[src/rtl/keypad_pkg.sv]
// keypad_pkg: shared FSM states, column reset pattern and row priority encoder for keypad_scanner
package keypad_pkg;
  typedef enum logic [1:0] {SCAN, DEBOUNCE, HELD, RELEASE} state_t;
  localparam logic [3:0] COL_INIT = 4'b1110;
  function automatic logic [2:0] row_pri(input logic [3:0] rs_n);
    row_pri = 3'b000;
    for (int i = 3; i >= 0; i--)
      if (!rs_n[i]) row_pri = {1'b1, 2'(i)};
  endfunction
endpackage

[src/rtl/keypad_sync.sv]
// keypad_sync: 2-FF synchronizer for active-low keypad rows, idles at all-ones (no key)
module keypad_sync #(
  parameter int W = 4
) (
  input  logic         clk,
  input  logic         reset,
  input  logic [W-1:0] d,
  output logic [W-1:0] q
);
  logic [W-1:0] meta;
  // two flops in series; reset to released-rows value
  always_ff @(posedge clk)
    if (reset) {q, meta} <= '1;
    else {q, meta} <= {meta, d};
endmodule

[src/rtl/keypad_scanner.sv]
// keypad_scanner: 4x4 keypad scan, debounce and key report; KEY_REPEAT_EN adds auto-repeat while held
module keypad_scanner
  import keypad_pkg::*;
#(
  parameter int SCAN_DIV     = 50000,
  parameter int DEB_STEPS    = 20,
  parameter int REPEAT_DELAY = 500,
  parameter int REPEAT_RATE  = 100
) (
  input  logic       clk,
  input  logic       reset,
  input  logic [3:0] row_n,
  output logic [3:0] col_n,
  output logic [3:0] key_code,
  output logic       key_valid,
  output logic       key_held
);
  localparam int TW = SCAN_DIV > 1 ? $clog2(SCAN_DIV) : 1;
  localparam int DW = $clog2(DEB_STEPS + 1);
  logic [TW-1:0] timer;
  logic          step_end;
  logic [3:0]    rs_n;
  state_t        state, state_nx;
  logic [1:0]    lat_row, lat_col, col_idx;
  logic [2:0]    hit;
  logic [DW-1:0] deb_cnt, deb_nx, deb_inc;
  logic          lat_low, deb_full, latch, accept, done, adv, rep_fire;
  keypad_sync #(.W(4)) u_sync (.clk(clk), .reset(reset), .d(row_n), .q(rs_n));
  assign step_end = timer == TW'(SCAN_DIV - 1);
  assign hit      = row_pri(rs_n);
  assign col_idx  = {~col_n[3] | ~col_n[2], ~col_n[3] | ~col_n[1]};
  assign lat_low  = ~rs_n[lat_row];
  assign deb_inc  = deb_cnt + 1'b1;
  assign deb_full = deb_inc == DW'(DEB_STEPS);
  // free-running step timer; rows are judged on the last clock of each step
  always_ff @(posedge clk)
    if (reset) timer <= '0;
    else timer <= step_end ? '0 : timer + 1'b1;
  // state register
  always_ff @(posedge clk)
    if (reset) state <= SCAN;
    else state <= state_nx;
  // next state, evaluated only at step boundaries
  always_comb begin
    state_nx = state;
    if (step_end)
      case (state)
        SCAN:     state_nx = hit[2] ? DEBOUNCE : SCAN;
        DEBOUNCE: state_nx = !lat_low ? SCAN : deb_full ? HELD : DEBOUNCE;
        HELD:     state_nx = lat_low ? HELD : RELEASE;
        RELEASE:  state_nx = lat_low ? HELD : deb_full ? SCAN : RELEASE;
        default:  state_nx = SCAN;
      endcase
  end
  // control strobes and debounce count for the coming step
  always_comb begin
    latch  = step_end && state == SCAN && hit[2];
    accept = step_end && state == DEBOUNCE && lat_low && deb_full;
    done   = step_end && state == RELEASE && !lat_low && deb_full;
    adv    = step_end && ((state == SCAN && !hit[2]) || (state == DEBOUNCE && !lat_low) || done);
    deb_nx = deb_cnt;
    if (step_end)
      case (state)
        SCAN:     deb_nx = hit[2] ? DW'(1) : '0;
        DEBOUNCE: deb_nx = lat_low && !deb_full ? deb_inc : '0;
        HELD:     deb_nx = lat_low ? '0 : DW'(1);
        RELEASE:  deb_nx = !lat_low && !deb_full ? deb_inc : '0;
        default:  deb_nx = '0;
      endcase
  end
`ifdef KEY_REPEAT_EN
  localparam int RW = $clog2(REPEAT_DELAY + 1);
  logic [RW-1:0] rep_cnt, rep_inc;
  assign rep_inc  = rep_cnt + 1'b1;
  assign rep_fire = step_end && state == HELD && lat_low && rep_inc == RW'(REPEAT_DELAY);
  // held-step counter; after each repeat it rewinds so the next one lands REPEAT_RATE steps later
  always_ff @(posedge clk)
    if (reset || state != HELD) rep_cnt <= '0;
    else if (step_end) rep_cnt <= rep_fire ? RW'(REPEAT_DELAY - REPEAT_RATE) : rep_inc;
`else
  assign rep_fire = 1'b0 & |{REPEAT_DELAY, REPEAT_RATE};
`endif
  // datapath: column shifter, latched key position, debounce count and outputs
  always_ff @(posedge clk)
    if (reset) begin
      col_n     <= COL_INIT;
      lat_row   <= '0;
      lat_col   <= '0;
      deb_cnt   <= '0;
      key_code  <= '0;
      key_valid <= 1'b0;
      key_held  <= 1'b0;
    end else begin
      deb_cnt   <= deb_nx;
      key_valid <= (accept | rep_fire) & ~key_valid;
      if (latch) {lat_row, lat_col} <= {hit[1:0], col_idx};
      if (adv) col_n <= {col_n[2:0], col_n[3]};
      if (accept) key_code <= {lat_row, lat_col};
      if (accept) key_held <= 1'b1;
      else if (done) key_held <= 1'b0;
    end
endmodule
[config.mk]
export PLATFORM = sky130hd
export DESIGN_NAME = keypad_scanner
export DESIGN_NICKNAME = d
export VERILOG_FILES = /design/src/rtl/keypad_pkg.sv /design/src/rtl/keypad_sync.sv /design/src/rtl/keypad_scanner.sv
export SDC_FILE = /design/constraint.sdc
export NUM_CORES = 1
export LEC_CHECK = 0
export BUFFER_PORTS_ARGS = -buffer_cell sky130_fd_sc_hd__buf_2
export CAP_MARGIN = 30
export CORE_MARGIN = 2
export CORE_UTILIZATION = 40
export CTS_BUF_LIST = sky130_fd_sc_hd__clkbuf_2 sky130_fd_sc_hd__clkbuf_4 sky130_fd_sc_hd__clkbuf_8
export CTS_CLUSTER_SIZE = 12
export DETAILED_ROUTE_END_ITERATION = 8
export SETUP_SLACK_MARGIN = 0.02
export SYNTH_ARGS = -nofsm -noshare
export SYNTH_HDL_FRONTEND = slang
export SYNTH_SLANG_ARGS = --single-unit
[constraint.sdc]
create_clock -name clk -period 1.75 [get_ports clk]
set_clock_uncertainty 0.15 [all_clocks]
set_input_delay 0.35 -clock clk [delete_from_list [all_inputs] [get_ports clk]]
set_output_delay 0.35 -clock clk [all_outputs]
set_load 0.01 [all_outputs]
==> impl_metrics.toml <==
[run_status]
status = "finished with violations"
violations = "negative setup slack"

[global_route]
antenna_found_initial = 0
grt_pass1_wl_mm = 7.25
grt_usage_pct = 16.8
grt_overflow = 0
grt_max_degree = 26
grt_pass1_vias = 1515

[run]
max_cap_violations = 0

[synth]
netlist_instances = 226
synth.net_count = 234
synth_common_cells = "dfxtp_1, nand4_1, nor2_1, a21oi_1, nand2_1"
synth_seq_area_share_pct = 44.6
yosysMostFrequentCell = "dfxtp_1"
synth_area_leader_cell = "dfxtp_1"
synth-async-reset-ratio_pct = 0
yosys_register_bits = 45
ys_warn_count = 0
syn_area_mm2 = 0.00202
yosysTopAreaCellShare_pct = 44.6
synth_area_per_cell_um2 = 8.93
yosys-top-cells-area = "dfxtp_1, nand4_1, xor2_1"
synth_flop_cell = "dfxtp_1"
synth.distinct_cells = 40
synth_edf_count = 0

[clock_network]
cts_buffers = 5
cts.sinks = 45
cts.hold.buffers_added = 0
root_buffer = "clkbuf_8"
cts_tree = "built"
h-tree-depth = 2
clock_latency_ns = 0.30
clk_pin_slew_ns = 0.09
cts_buffer_depth = 2

[timing]
rsz0062_at_grt = "yes"
worstMarginPinSlew_ns = 0.311
clock.fmax_mhz = 541
layout_setup_ws_ns = -0.0977
setup_viol = 13
slew_violations = 0
finalHoldViolations = 0
layout_min_cycle_time_ns = 1.85
finalCritPeriodShare_pct = 106
slew_headroom_pct = 79.3

[floorplan]
rows = 25
die_w_um = 75.0
coreArea_mm2 = 0.00479
start_util_pct = 42.2
dieArea_mm2 = 0.00563
ios = 16
dieHeight_um = 75.0

[critical_path]
r2r_slack_ns = -0.1
r2r_cells = 5
required_ns = 1.83
worstSetupStartpoint = "lat_row[1]$_SDFFE_PP0P_"
criticalPathCategory = "reg2reg"
end_kind = "flip-flop"
r2r-end = "col_n[0]$_SDFFE_PP0P_"
cp-start-kind = "flip-flop"
rr_startpoint = "lat_row[1]$_SDFFE_PP0P_"
crit_arrival_ns = 1.93
cp_max_fo = 6

[final_layout]
antenna_cells = 0
multi_input_area_mm2 = 0.00116
area_growth_syn_to_layout_pct = 31.7
nNetsFinal = 275
finish.instance_area_mm2 = 0.00266
seq_area_um2 = 908
fillers = 444
drive_gt1_share_pct = 34.3

[drt]
drt_iter0_drc = 97
drt_pre_antenna_iters = 4
vias = 1752
antenna_left = 0
wl_mm = 4.45
drc = 0
wl_per_cell_um = 13.3
vias_per_cell = 5.23

[hold_path]
hold_path_class = "in2reg"
hold_end = "u_sync.meta[1]$_SDFF_PP1_"
min-delay-start = "row_n[1]"
hold_depth = 2

[placed_design]
io_buffers = 15
pre_cts_ws_ns = -0.0622
placed_cell_area_mm2 = 0.00233
hpwlAfterDp_mm = 2.93
gp_congestion = 0.791

[power]
peakVddDrop_uv = 368
power.density_mw_per_mm2 = 786
p_leak_nw = 1.03
timing repair:
action                                  CTS  global route
resized for setup                         3            29
pin swaps                                 3            11
setup buffers                             0             6
endpoints found under the setup margin   16            23
cloned                                    1             0
logic make-up after synthesis:
group,after synthesis,share of synthesized area (%)
compound gates,47,15.1
fa+ha+maj,2,1.24
flops,45,44.6
simple gates,97,27.5
xor+xnor,12,6.14
buf+inv,22,4.28
mux,1,1.12
cell usage in the layout (no fill, tap or decap), drive strengths merged, types with 4 or more instances in the layout:
cell type	n
and2	4
a21oi	15
xor2	9
o31ai	5
and4	4
dfxtp	45
buf	46
inv	8
or2	8
nand3	8
clkbuf	5
o211ai	6
nor2	18
a31oi	6
xnor2	4
nand2	13
o21ai	8
nand4	20
sequential cells by signal (all words and copies together), names as in the netlist:
| name | count |
|---|---|
| u_sync.q | 4 |
| key_code | 4 |
| state | 2 |
| timer | 16 |
| lat_row | 2 |
| key_held | 1 |
| key_valid | 1 |
| col_n | 4 |
| u_sync.meta | 4 |
| deb_cnt | 5 |
| lat_col | 2 |
final cells by class:
class | count | share of cell area [%]
inverter | 9 | 1.27
clock buffer | 5 | 2.59
timing repair buffer | 46 | 12.6
tap | 67 | 3.15
multi-input combinational | 160 | 43.7
clock inverter | 3 | 2.45
sequential | 45 | 34.2
power breakdown:
part	switching, mW	internal (mW)	leakage, nW
Sequential	0.00940	1.04	0.368
Clock	0.361	0.567	0.0681
Combinational	0.0593	0.0522	0.591
worst max-delay path, cell delays in order, from the launching register on:
cell and delay, ns:
dfxtp_2 0.34, mux4_2 0.56, buf_6 0.15, o211a_4 0.15, or3_1 0.36, o2111ai_2 0.07
stage by stage:
step / std cells / utilization (%) / total power [mW] / TNS, ns / hold WS (ns)
2_1_floorplan: 226 / - / 1.13 / 0 / 0.239
3_3_place_gp: 320 / 48.6 / 1.17 / -0.0298 / 0.241
3_5_place_dp: 320 / 48.6 / 1.17 / -0.170 / 0.245
4_1_cts: 329 / 52.1 / 2.10 / -0.629 / 0.0668
5_1_grt: 335 / 55.5 / 2.16 / -1.57 / 0.0663
6_report: 335 / 55.5 / 2.09 / -0.559 / 0.0770
metal layers:
layer / up-vias / track usage (%) / wire length, um
li1: 909 / - / -
met1: 813 / 25.6 / 2430
met2: 26 / 22.7 / 1830
met3: 4 / 3.88 / 132
met4: 0 / 6.35 / 51
met5: - / 0 / 0
worst max-delay path by stage:
stage | end | slack (ns) | cells past startpoint
final | col_n[0]$_SDFFE_PP0P_ | -0.1 | 5
after floorplan | key_code[0]$_SDFFE_PP0P_ | 0.03 | 6
after CTS | col_n[0]$_SDFFE_PP0P_ | -0.07 | 4
after global routing | state[0]$_SDFFE_PP0N_ | -0.16 | 5
after global placement | state[0]$_SDFFE_PP0N_ | -0.02 | 4
after detailed placement | state[0]$_SDFFE_PP0N_ | -0.06 | 4
Note: power is estimated with default switching activity, not from simulation.
